<file path="config.mk">
export PLATFORM = sky130hd
export DESIGN_NAME = led_breath_envelope
export DESIGN_NICKNAME = d
export VERILOG_FILES = /design/src/rtl/led_breath_envelope.sv
export SDC_FILE = /design/constraint.sdc
export NUM_CORES = 1
export LEC_CHECK = 0
export ABC_AREA = 0
export ABC_CLOCK_PERIOD_IN_PS = 1950
export CAP_MARGIN = 20
export CORE_MARGIN = 8
export CORE_UTILIZATION = 52
export CTS_BUF_LIST = sky130_fd_sc_hd__clkbuf_16
export DETAILED_ROUTE_END_ITERATION = 8
export GPL_TIMING_DRIVEN = 0
export PLACE_DENSITY = 0.72
export SKIP_LAST_GASP = 1
export SYNTH_ARGS = -nofsm -noshare
export SYNTH_HDL_FRONTEND = slang
export SYNTH_SLANG_ARGS = --single-unit
export TNS_END_PERCENT = 100
</file>
<file path="constraint.sdc">
create_clock -name clk -period 1.95 [get_ports clk]
set_input_delay 0.39 -clock clk [delete_from_list [all_inputs] [get_ports clk]]
set_output_delay 0.39 -clock clk [all_outputs]
set_load 0.01 [all_outputs]
</file>
<file path="src/rtl/led_breath_envelope.sv">
// led_breath_envelope: breathing duty envelope (rise, hold high, fall, hold low) for the PWM stage
module led_breath_envelope #(
  parameter int WIDTH      = 5,
  parameter int PRESCALE   = 524288,
  parameter int HOLD_STEPS = 4
) (
  input  logic             clk,
  input  logic             rst,
  input  logic             enable,
  output logic [WIDTH-1:0] duty,
  output logic             duty_stb,
  output logic [2:0]       phase,
  output logic             cycle_done
);
  localparam int PW = PRESCALE > 1 ? $clog2(PRESCALE) : 1;
  localparam int HW = HOLD_STEPS > 0 ? $clog2(HOLD_STEPS + 1) : 1;
  localparam logic [WIDTH-1:0] MAX = '1;
  typedef enum logic [2:0] {IDLE = 3'd0, RISE = 3'd1, HOLD_HI = 3'd2, FALL = 3'd3, HOLD_LO = 3'd4} state_t;
  state_t state, state_n;
  logic [PW-1:0] ps, ps_n;
  logic [HW-1:0] hold, hold_n;
  logic [WIDTH-1:0] duty_n;
  logic stb_n, done_n, tick, hold_end;
  assign tick = ps == PW'(PRESCALE - 1);
  assign hold_end = hold == HW'(HOLD_STEPS - 1);
  assign phase = state;
  always_comb begin
    state_n = state;
    duty_n = duty;
    hold_n = hold;
    stb_n = 1'b0;
    done_n = 1'b0;
    ps_n = (state == IDLE || tick) ? '0 : ps + PW'(1);
    case (state)
      IDLE: begin
        duty_n = '0;
        if (enable) state_n = RISE;
      end
      RISE: begin
        // a falling enable takes priority over a coincident tick: fade out from the current duty
        if (!enable) state_n = FALL;
        else if (tick) begin
          duty_n = (duty == MAX) ? duty : duty + WIDTH'(1);
          stb_n = duty != MAX;
          if (duty >= MAX - WIDTH'(1)) state_n = (HOLD_STEPS == 0) ? FALL : HOLD_HI;
        end
      end
      HOLD_HI: begin
        if (!enable) begin
          state_n = FALL;
          hold_n = '0;
        end else if (tick) begin
          hold_n = hold_end ? '0 : hold + HW'(1);
          if (hold_end) state_n = FALL;
        end
      end
      FALL: begin
        if (tick) begin
          duty_n = (duty == '0) ? duty : duty - WIDTH'(1);
          stb_n = duty != '0;
          if (duty <= WIDTH'(1)) begin
            state_n = (HOLD_STEPS != 0) ? HOLD_LO : (enable ? RISE : IDLE);
            done_n = (HOLD_STEPS == 0) && enable;
          end
        end
      end
      HOLD_LO: begin
        if (!enable) begin
          state_n = IDLE;
          hold_n = '0;
        end else if (tick) begin
          hold_n = hold_end ? '0 : hold + HW'(1);
          if (hold_end) begin
            state_n = RISE;
            done_n = 1'b1;
          end
        end
      end
      default: state_n = IDLE;
    endcase
  end
  always_ff @(posedge clk or posedge rst) begin
    if (rst) begin
      state <= IDLE;
      duty <= '0;
      duty_stb <= 1'b0;
      cycle_done <= 1'b0;
      ps <= '0;
      hold <= '0;
    end else begin
      state <= state_n;
      duty <= duty_n;
      duty_stb <= stb_n;
      cycle_done <= done_n;
      ps <= ps_n;
      hold <= hold_n;
    end
  end
endmodule

</file>
==> results of run 1 <==
cells in the mapped netlist, types with 4 or more instances:
cell,count,area [um2]
nand3_1,17,85.1
ha_1,8,100
nor2_1,26,97.6
dfrtp_1,32,801
inv_1,11,41.3
nand2_1,17,63.8
o21ai_0,4,20.0
xnor2_1,5,43.8
xor2_1,13,114
a21oi_1,6,30.0
clkbuf_1,7,26.3
metrics by stage:
stage	setup slack [ns]	TNS, ns	utilization	total power [mW]	instance area, um2
final	-0.0109	-0.0109	0.689	2.18	2460
after floorplan	0.0115	0	-	1.19	1880
after detailed placement	-0.297	-5.85	0.582	1.33	2080
after CTS	0.00534	0	0.651	2.11	2330
after global routing	-0.0893	-0.270	0.689	2.28	2460
after global placement	-0.262	-4.73	0.574	1.29	2050
cell families after synthesis:
kind of cell / synth area share
AOI/OAI and AO/OA: 0.126
xor gates and xnor gates: 0.0837
adders and majority gates: 0.0532
buffers and inverters: 0.0465
DFF: 0.425
muxes: 0.0159
and+or+nand+nor: 0.250
flip-flops by register name (all words and copies together), names as in the netlist:
name and cells:
duty_stb 1, duty 5, phase 3, hold 3, cycle_done 1, ps 19
metal layers:
metal,global-route usage,vias up,share of wire
met3,0.0413,6,0.044
li1,-,777,-
met5,0,-,0
met1,0.164,802,0.43
met2,0.246,33,0.51
met4,0.0692,0,0.014
worst min-delay path by stage:
stage / start / end / slack [ns] / cells after the start
floorplan: ps[0]$_DFF_PP0_ / ps[0]$_DFF_PP0_ / 0.45 / 1
global placement: ps[0]$_DFF_PP0_ / ps[0]$_DFF_PP0_ / 0.47 / 1
detailed placement: hold[2]$_DFFE_PP0P_ / hold[2]$_DFFE_PP0P_ / 0.48 / 1
CTS: rst / ps[3]$_DFF_PP0_ / 0.48 / 2
global route: hold[2]$_DFFE_PP0P_ / hold[2]$_DFFE_PP0P_ / 0.51 / 1
finish: rst / ps[3]$_DFF_PP0_ / 0.47 / 2
cell type report:
type / count / area [um2]
Multi-Input combinational cell: 147 / 1080
Sequential cell: 32 / 805
Timing Repair Buffer: 33 / 299
Buffer: 6 / 38.8
Inverter: 11 / 43.8
Clock buffer: 5 / 125
Tap cell: 48 / 60.1
Fill cell: 265 / 1110
Clock inverter: 2 / 8.76
power breakdown:
part	internal [mW]	switching [mW]	total, mW
sequential	0.758	0.157	0.915
combinational	0.275	0.274	0.550
clock	0.456	0.260	0.716
repair_timing:
item | 4_1_cts | 5_1_grt
gates resized for setup | 10 | 15
endpoints found under the setup margin | 31 | 26
setup buffers | 10 | 11
pin swaps | 2 | 11
==> PnR_summary.wiki, run 1 <==
{| class="wikitable"
! Metric !! Value
|-
| Result of the run || finished, violations left
|-
| Failing checks || setup timing
|-
| Top-level I/O count || 13
|-
| Total DRC errors in the routed layout || 0
|-
| Number of instances in the placed design || 260
|-
| Cell at the root of the clock tree || clkbuf_16
|-
| Die span in x || 76.2 um
|-
| Syn_area_per_cell || 9.42 um2
|-
| Final antenna diode count || 0
|-
| Post-synthesis async set-or-reset flop share || 1.00
|-
| Reg2Reg Capture Point || duty[1]$_DFFE_PP0P_
|-
| Number of distinct library cells after synthesis || 44
|-
| Port buffer count || 11
|-
| Yosys warns || 0
|-
| Antenna violations before repair || 0
|-
| Num Clock Sinks || 32
|-
| Category of the critical setup timing path || reg2reg
|-
| Post-route antenna net violation count || 0
|-
| Total leakage power || 1.10 nW
|-
| Max stage delay cell, worst path || or4_4
|-
| Hold Worst Slack || 0.467 ns
|-
| Unrepaired setup endpoints after global routing || true
|-
| Global-route usage over all layers || 0.145
|-
| Vert. Die Dim || 76.2 um
|-
| Total vias in the final route || 1,618
|-
| Total number of H-tree levels || 2
|-
| Crit-path leading delay family || simple AND/OR/NAND/NOR gates
|-
| Aggregate routed wire length || 4270 um
|-
| Skew-Pair Late Insertion Delay || 0.28 ns
|-
| Net count after synthesis || 211
|-
| Setup-failing EPs final || 1
|-
| Top achievable clock speed || 510 MHz
|-
| Worst path max stage delay || 0.61 ns
|-
| Endpoint kind of the worst setup timing path || flop
|-
| R2R Setup Slk || -0.01 ns
|-
| Total half-perimeter wirelength after legalization and detailed placement || 2720 um
|-
| Ratio of routed vias to standard cells || 5.70
|-
| Cell count of the worst reg-to-reg path || 7
|-
| Via count of the first global-routing pass || 1,593
|-
| Layout net count || 247
|-
| Clock tree skew after final layout || 0.00553 ns
|-
| Site Rows || 22
|-
| Placeable core region || 3580 um2
|-
| RR Startpoint || duty[0]$_DFFE_PP0P_
|-
| Termination of the worst setup path || duty[1]$_DFFE_PP0P_
|-
| TritonCTS buffer count || 5
|-
| Post-synth EDFFs || 0
|-
| Total grt overflow || 0
|-
| Detailed-route wire length per cell || 15.0 um
|-
| Period utilisation layout || 1.01
|-
| Count of state elements after synthesis || 32
|-
| Area Growth Syn to Fin || 30.9%
|-
| Setup slack of the critical path after layout || -0.0109 ns
|-
| Number of DRC markers after the initial detailed-route iteration || 185
|-
| Max transition margin || 0.573
|-
| First-pass GRT wire length || 7050 um
|-
| Kind of path behind the tightest hold check || in2async
|-
| Data required, critical path || 2.15 ns
|-
| Count of final hold-check violations || 0
|-
| Number of cells on the critical path || 7
|-
| Maximum number of pins on one net before global-route repair || 22
|-
| Total power per unit cell area || 885 nW/um2
|-
| Sequential share of the synthesized area || 0.425
|-
| Drt first pass iters || 4
|-
| Slew Limit Fails || 0
|-
| Number of buffers inserted by hold repair at cts || 0
|-
| Maximum count of clock buffers along a single path || 2
|-
| Actual transition at the worst max-transition pin || 0.635 ns
|-
| Clock tree from TritonCTS || built
|-
| Dominant synthesized flop cell || dfrtp_1
|-
| Final Wtd Congestion || 0.885
|-
| Count of mapped cells out of synthesis || 200
|-
| Largest fanout on the critical path || 6
|-
| Startpoint type of the worst setup path || flop
|-
| Effective utilization at floorplan || 0.526
|-
| Number of maximum-capacitance constraint violations || 0
|-
| Area of the die || 5800 um2
|-
| Fraction of final layout cells sized beyond drive strength 1 || 0.220
|-
| Cell chain of the critical path || ha_4 -> and3_4 -> ha_4 -> inv_4 -> o2111ai_4 -> or4_4 -> o22ai_2
|-
| Highest-count cells in the layout ignoring fill and taps || dfrtp_1 (29), nor2_1 (26), buf_4 (20), nand2_1 (17), nand3_1 (16)
|-
| Arrival time worst endpoint || 2.16 ns
|-
| Mapped Area || 1880 um2
|-
| Post-Layout Cell Count || 284
|-
| Period minus WS final || 1.96 ns
|-
| Most frequent CP cell || ha_4
|-
| Critical path buffers and inverters || 1
|-
| Maximum VDD drop || 0.614 mV
|-
| Clock-pin slew of the registers on the worst-case setup and hold paths || 0.05 ns
|-
| Crit path launch || duty[0]$_DFFE_PP0P_
|-
| Leading cell type in the layout, fill and taps excluded || dfrtp_1
|}
Power figures use the tool's default switching activity.
==> run 2, diff against run 1 <==
==> constraint.sdc (replaced) <==
create_clock -name clk -period 1.95 [get_ports clk]
set_input_delay 0.39 -clock clk [delete_from_list [all_inputs] [get_ports clk]]
set_output_delay 0.39 -clock clk [all_outputs]
set_load 0.02 [all_outputs]
==> run 2 against run 1 <==
Critical path type unchanged; power fell by 0.33%; clock skew barely moved; the run now ends clean; sequential share of layout area rose by 1.2 points; critical endpoint unchanged; non-clock buffer count fell by 10; highest routed layer unchanged; combinational power rose by 3%; register-to-register slack barely moved; clock power rose by 0.7%.
==> PnR_summary.wiki, run 2 (synthesized netlist as in run 1, its figures left out) <==
{| class="wikitable"
! Metric !! Value
|-
| Max transition margin || 0.630
|-
| Max stage delay cell, worst path || or4_4
|-
| Flop pwr share || 0.409
|-
| Global-route usage over all layers || 0.138
|-
| Top achievable clock speed || 514 MHz
|-
| Die span in x || 76.2 um
|-
| Unrepaired setup endpoints after global routing || true
|-
| Total DRC errors in the routed layout || 0
|-
| Clock tree skew after final layout || 0.00523 ns
|-
| Most flop-heavy register || ps
|-
| Flip-flop count of the largest register, all copies and words added || 19
|-
| Detailed-route wire length per cell || 15.4 um
|-
| Total power per unit cell area || 917 nW/um2
|-
| Antenna violations before repair || 0
|-
| TritonCTS buffer count || 5
|-
| Cell count of the worst reg-to-reg path || 7
|-
| Fraction of final layout cells sized beyond drive strength 1 || 0.181
|-
| Share of total power consumed by net switching || 0.329
|-
| Ratio of routed vias to standard cells || 5.71
|-
| First-pass GRT wire length || 6750 um
|-
| Vert. Die Dim || 76.2 um
|-
| Placeable core region || 3580 um2
|-
| Worst path max stage delay || 0.60 ns
|-
| Number of DRC markers after the initial detailed-route iteration || 133
|-
| Maximum VDD drop || 1.03 mV
|-
| Multi-input gate area in the final layout || 1080 um2
|-
| Leading cell type in the layout, fill and taps excluded || dfrtp_1
|-
| Total grt overflow || 0
|-
| Area of the die || 5800 um2
|-
| Kind of path behind the tightest hold check || in2async
|-
| Port buffer count || 11
|-
| Clock group share of total power || 0.332
|-
| Layout net count || 237
|-
| Number of fillers in the final layout || 285
|-
| Most frequent CP cell || ha_4
|-
| Aggregate routed wire length || 4230 um
|-
| Number of buffers inserted by hold repair at cts || 0
|-
| Post-route antenna net violation count || 0
|-
| Result of the run || finished, final reports clean
|-
| Total leakage power || 1.05 nW
|-
| Total half-perimeter wirelength after legalization and detailed placement || 2770 um
|-
| Slew Limit Fails || 0
|-
| Biggest registers after layout || ps: 19 flops, duty: 5 flops
|-
| Hold Worst Slack || 0.449 ns
|-
| Num Clock Sinks || 32
|-
| Combinational cell fraction of total power || 0.260
|-
| Site Rows || 22
|-
| Period minus WS final || 1.95 ns
|-
| Total vias in the final route || 1,570
|-
| Power, Total || 2.17 mW
|-
| Via count of the first global-routing pass || 1,481
|-
| Arrival time worst endpoint || 2.15 ns
|-
| Category of the critical setup timing path || reg2reg
|-
| Largest fanout on the critical path || 4
|-
| Top-level I/O count || 13
|-
| Endpoint kind of the worst setup timing path || flop
|-
| Startpoint type of the worst setup path || flop
|-
| Number of maximum-capacitance constraint violations || 0
|-
| Register area || 803 um2
|-
| Count of final hold-check violations || 0
|-
| Final core utilization || 0.663
|-
| Final Wtd Congestion || 0.887
|-
| Skew-Pair Late Insertion Delay || 0.28 ns
|-
| Maximum count of clock buffers along a single path || 2
|-
| Data required, critical path || 2.15 ns
|-
| Period utilisation layout || 0.998
|-
| Clock tree from TritonCTS || built
|-
| Highest-count cells in the layout ignoring fill and taps || dfrtp_1 (30), nor2_1 (26), nand2_1 (17), nand3_1 (16), xor2_1 (13)
|-
| Cell at the root of the clock tree || clkbuf_16
|-
| Actual transition at the worst max-transition pin || 0.554 ns
|-
| Cell chain of the critical path || ha_4 -> and3_4 -> ha_4 -> inv_4 -> o2111ai_4 -> or4_4 -> o22ai_2
|-
| Setup-failing EPs final || 0
|-
| Clock-pin slew of the registers on the worst-case setup and hold paths || 0.05 ns
|-
| Total number of H-tree levels || 2
|-
| Effective utilization at floorplan || 0.526
|-
| Internal cell power || 1.46 mW
|-
| Maximum number of pins on one net before global-route repair || 22
|-
| Drt first pass iters || 4
|-
| Area Growth Syn to Fin || 25.9%
|-
| Final antenna diode count || 0
|-
| Net switching component of the power || 715 uW
|}
run 2: through the flow:
stage	cell area [um2]	TNS (ns)	setup WS [ns]	cells
4_1_cts	2280	0	0.0120	273
3_5_place_dp	2080	-5.73	-0.295	260
2_1_floorplan	1890	-0.00960	-0.00960	200
6_report	2370	0	0.00314	275
5_1_grt	2370	-0.0800	-0.0479	275
3_3_place_gp	2060	-4.50	-0.256	259
run 2: path summary, 6_finish.rpt:
| path | start | slack [ns] | endpoint |
|---|---|---|---|
| worst max-delay path | duty[0]$_DFFE_PP0P_ | 0.003 | duty[1]$_DFFE_PP0P_ |
| worst min-delay path | rst | 0.45 | ps[6]$_DFF_PP0_ |
| worst max register to register | duty[0]$_DFFE_PP0P_ | 0.003 | duty[1]$_DFFE_PP0P_ |
| worst min register to register | hold[2]$_DFFE_PP0P_ | 0.50 | hold[2]$_DFFE_PP0P_ |
| max in group asynchronous | rst | 1.01 | duty[0]$_DFFE_PP0P_ |
| min in group clk | enable | 0.50 | cycle_done$_DFF_PP0_ |
run 2: routing by layer:
metal | part of all wire | up-vias | wire length (um) | track usage
li1 | - | 755 | - | -
met1 | 0.42 | 767 | 1780 | 0.158
met2 | 0.51 | 40 | 2150 | 0.231
met3 | 0.049 | 8 | 208 | 0.0425
met4 | 0.020 | 0 | 84 | 0.0615
met5 | 0 | - | 0 | 0
run 2: worst max-delay path: cells and delay by family (launching register included):
family | cells | cell delay [ns]
flops | 1 | 0.44
simple gates | 2 | 0.78
buf+inv | 1 | 0.05
fa+ha+maj | 2 | 0.33
compound gates | 2 | 0.28
run 2: power by group through the flow:
stage / Combinational [mW] / Clock, mW / Sequential (mW)
after global routing: 0.620 / 0.771 / 0.897
after global placement: 0.441 / 0 / 0.864
final: 0.564 / 0.721 / 0.888
after floorplan: 0.333 / 0 / 0.874
after CTS: 0.510 / 0.741 / 0.873
after detailed placement: 0.476 / 0 / 0.872
run 2: area by class of cell:
class,instances,area share
Multi-Input combinational cell,147,0.454
Clock inverter,3,0.00528
Clock buffer,5,0.0528
Inverter,11,0.0185
Sequential cell,32,0.339
Tap cell,48,0.0253
Timing Repair Buffer,22,0.0913
Buffer,7,0.0142
run 2: timing repair:
item	4_1_cts	5_1_grt
setup endpoints to repair	31	28
resized for setup	5	15
buffers inserted	6	4
pin swaps	3	7
==> run 3, diff against run 2 <==
--- a/config.mk
+++ b/config.mk
@@ -11,8 +11,8 @@
 export CORE_MARGIN = 8
 export CORE_UTILIZATION = 52
 export CTS_BUF_LIST = sky130_fd_sc_hd__clkbuf_16
+export CTS_CLUSTER_DIAMETER = 100
 export DETAILED_ROUTE_END_ITERATION = 8
-export GPL_TIMING_DRIVEN = 0
 export PLACE_DENSITY = 0.72
 export SKIP_LAST_GASP = 1
 export SYNTH_ARGS = -nofsm -noshare
==> run 3 against run 2 <==
Worst setup slack better by 0.036 ns; first-iteration DRC count is 18% higher; largest cell class unchanged; clock skew is 0.0036 ns higher; sequential cell count stayed put; non-clock buffer count is 5 higher; critical path depth is 1 lower; global-route usage is 0.92 points higher; sequential power is 1% higher; maximum frequency is 1.9% higher; routed wire length is 0.85% lower; power is 0.44% lower.
==> PnR_summary.wiki, run 3 (synthesized netlist as in run 1, its figures left out) <==
{| class="wikitable"
! Metric !! Value
|-
| Result of the run || finished, final reports clean
|-
| Final antenna diode count || 0
|-
| Antenna violations before repair || 0
|-
| Actual transition at the worst max-transition pin || 0.523 ns
|-
| Number of buffers inserted by hold repair at cts || 0
|-
| Kind of path behind the tightest hold check || reg2reg
|-
| Global routing usage on met3 || 0.0554
|-
| RR Startpoint || ps[1]$_DFF_PP0_
|-
| Startpoint type of the worst setup path || flop
|-
| Post-route antenna net violation count || 0
|-
| Setup TNS || 0 ns
|-
| Reg2Reg Capture Point || duty[4]$_DFFE_PP0P_
|-
| Layout net count || 242
|-
| Period utilisation layout || 0.980
|-
| M2 GR Usage || 0.245
|-
| Area of the die || 5800 um2
|-
| Hold path start || hold[2]$_DFFE_PP0P_
|-
| Die span in x || 76.2 um
|-
| Met1 usage in global routing || 0.164
|-
| Total number of H-tree levels || 2
|-
| Slew Limit Fails || 0
|-
| Final Wtd Congestion || 0.824
|-
| Area Growth Syn to Fin || 26.3%
|-
| Number of DRC markers after the initial detailed-route iteration || 157
|-
| Total vias in the final route || 1,569
|-
| Terminating pin of the worst hold path || hold[2]$_DFFE_PP0P_
|-
| Cell at the root of the clock tree || clkbuf_16
|-
| Biggest registers after layout || ps: 19 flops, duty: 5 flops
|-
| Global-route usage over all layers || 0.147
|-
| Gr busiest metal || met2
|-
| Clock tree from TritonCTS || built
|-
| Vert. Die Dim || 76.2 um
|-
| Data required, critical path || 2.15 ns
|-
| Top achievable clock speed || 523 MHz
|-
| Site Rows || 22
|-
| Most flop-heavy register || ps
|-
| Period minus WS final || 1.91 ns
|-
| Endpoint kind of the worst setup timing path || flop
|-
| Detailed-route wire length per cell || 15.0 um
|-
| Clock-pin slew of the registers on the worst-case setup and hold paths || 0.05 ns
|-
| Category of the critical setup timing path || reg2reg
|-
| Unrepaired setup endpoints after global routing || true
|-
| Placeable core region || 3580 um2
|-
| Via count of the first global-routing pass || 1,544
|-
| Port buffer count || 12
|-
| Cell count of the worst reg-to-reg path || 6
|-
| Largest fanout on the critical path || 4
|-
| Total grt overflow || 0
|-
| Maximum VDD drop || 0.736 mV
|-
| Total leakage power || 1.07 nW
|-
| Skew-Pair Late Insertion Delay || 0.28 ns
|-
| Final core utilization || 0.665
|-
| Depth of the worst hold-timing path || 1
|-
| Ratio of routed vias to standard cells || 5.60
|-
| Total power per unit cell area || 910 nW/um2
|-
| Drt first pass iters || 4
|-
| Max transition margin || 0.651
|-
| First-pass GRT wire length || 7010 um
|-
| Setup-failing EPs final || 0
|-
| Top-level I/O count || 13
|-
| Highest-count cells in the layout ignoring fill and taps || dfrtp_1 (30), nor2_1 (26), buf_4 (20), nand2_1 (17), nand3_1 (15)
|-
| Count of final hold-check violations || 0
|-
| Clock tree skew after final layout || 0.00887 ns
|-
| Fraction of final layout cells sized beyond drive strength 1 || 0.198
|-
| Leading cell type in the layout, fill and taps excluded || dfrtp_1
|-
| Total half-perimeter wirelength after legalization and detailed placement || 2940 um
|-
| Flip-flop count of the largest register, all copies and words added || 19
|-
| TritonCTS buffer count || 5
|-
| Num Clock Sinks || 32
|-
| Total DRC errors in the routed layout || 0
|-
| R2R Setup Slk || 0.04 ns
|-
| Aggregate routed wire length || 4190 um
|-
| Maximum number of pins on one net before global-route repair || 33
|-
| Arrival time worst endpoint || 2.11 ns
|-
| Maximum count of clock buffers along a single path || 2
|-
| Effective utilization at floorplan || 0.526
|-
| Number of maximum-capacitance constraint violations || 0
|}
## run 3: cell count changes in the layout (fill, tap and decap cells not counted), sizes merged
cell           change
buf                +9
clkdlybuf4s50      +1
clkbuf             -5
## run 3: final cells by class
| type | count | area (um2) |
|---|---|---|
| fill | 295 | 1200 |
| multi-input combinational | 147 | 1040 |
| sequential | 32 | 803 |
| timing repair buffer | 34 | 302 |
| clock buffer | 5 | 125 |
| tap | 48 | 60.1 |
| inverter | 11 | 41.3 |
| clock inverter | 3 | 11.3 |
## run 3: worst max-delay path by stage
| stage | start | end | slack (ns) | cells past startpoint |
|---|---|---|---|---|
| finish | ps[1]$_DFF_PP0_ | duty[4]$_DFFE_PP0P_ | 0.04 | 6 |
| global route | ps[1]$_DFF_PP0_ | duty[3]$_DFFE_PP0P_ | -0.06 | 7 |
| CTS | duty[0]$_DFFE_PP0P_ | duty[4]$_DFFE_PP0P_ | 0.02 | 7 |
| detailed placement | enable | duty[4]$_DFFE_PP0P_ | -0.08 | 6 |
| global placement | enable | duty[4]$_DFFE_PP0P_ | -0.0006 | 6 |
| floorplan | duty[0]$_DFFE_PP0P_ | duty[2]$_DFFE_PP0P_ | -0.01 | 7 |
## run 3: power by group
group,internal (mW),switching (mW),leakage [nW]
Combinational,0.263,0.280,0.603
Clock,0.457,0.263,0.0738
Sequential,0.756,0.145,0.394
## run 3: what timing repair did
action,CTS,global route
setup endpoints to repair,1,27
gates cloned,0,0
gates resized for setup,0,12
pin swaps,1,7
buffers inserted,0,5
## run 3: critical path, stage by stage, from the launching register on
cell and delay, ns:
dfrtp_1 0.36, ha_2 0.23, nand3_4 0.09, nor3_4 0.25
o2111ai_4 0.18, or4_4 0.59, o22ai_2 0.12
## run 3: stage by stage
stage / instance area, um2 / hold WS (ns) / setup WS (ns) / std cells / total power, mW
3_3_place_gp: 2160 / 0.460 / -0.000550 / 267 / 1.35
2_1_floorplan: 1890 / 0.445 / -0.00960 / 200 / 1.21
4_1_cts: 2300 / 0.482 / 0.0152 / 275 / 2.13
6_report: 2380 / 0.491 / 0.0392 / 280 / 2.16
3_5_place_dp: 2160 / 0.475 / -0.0826 / 267 / 1.38
5_1_grt: 2380 / 0.524 / -0.0619 / 280 / 2.29
## run 3: metal layers
layer | up-vias | routed length, um
met2 | 36 | 2200
met5 | - | 0
li1 | 768 | -
met3 | 7 | 190
met4 | 0 | 71
met1 | 758 | 1730
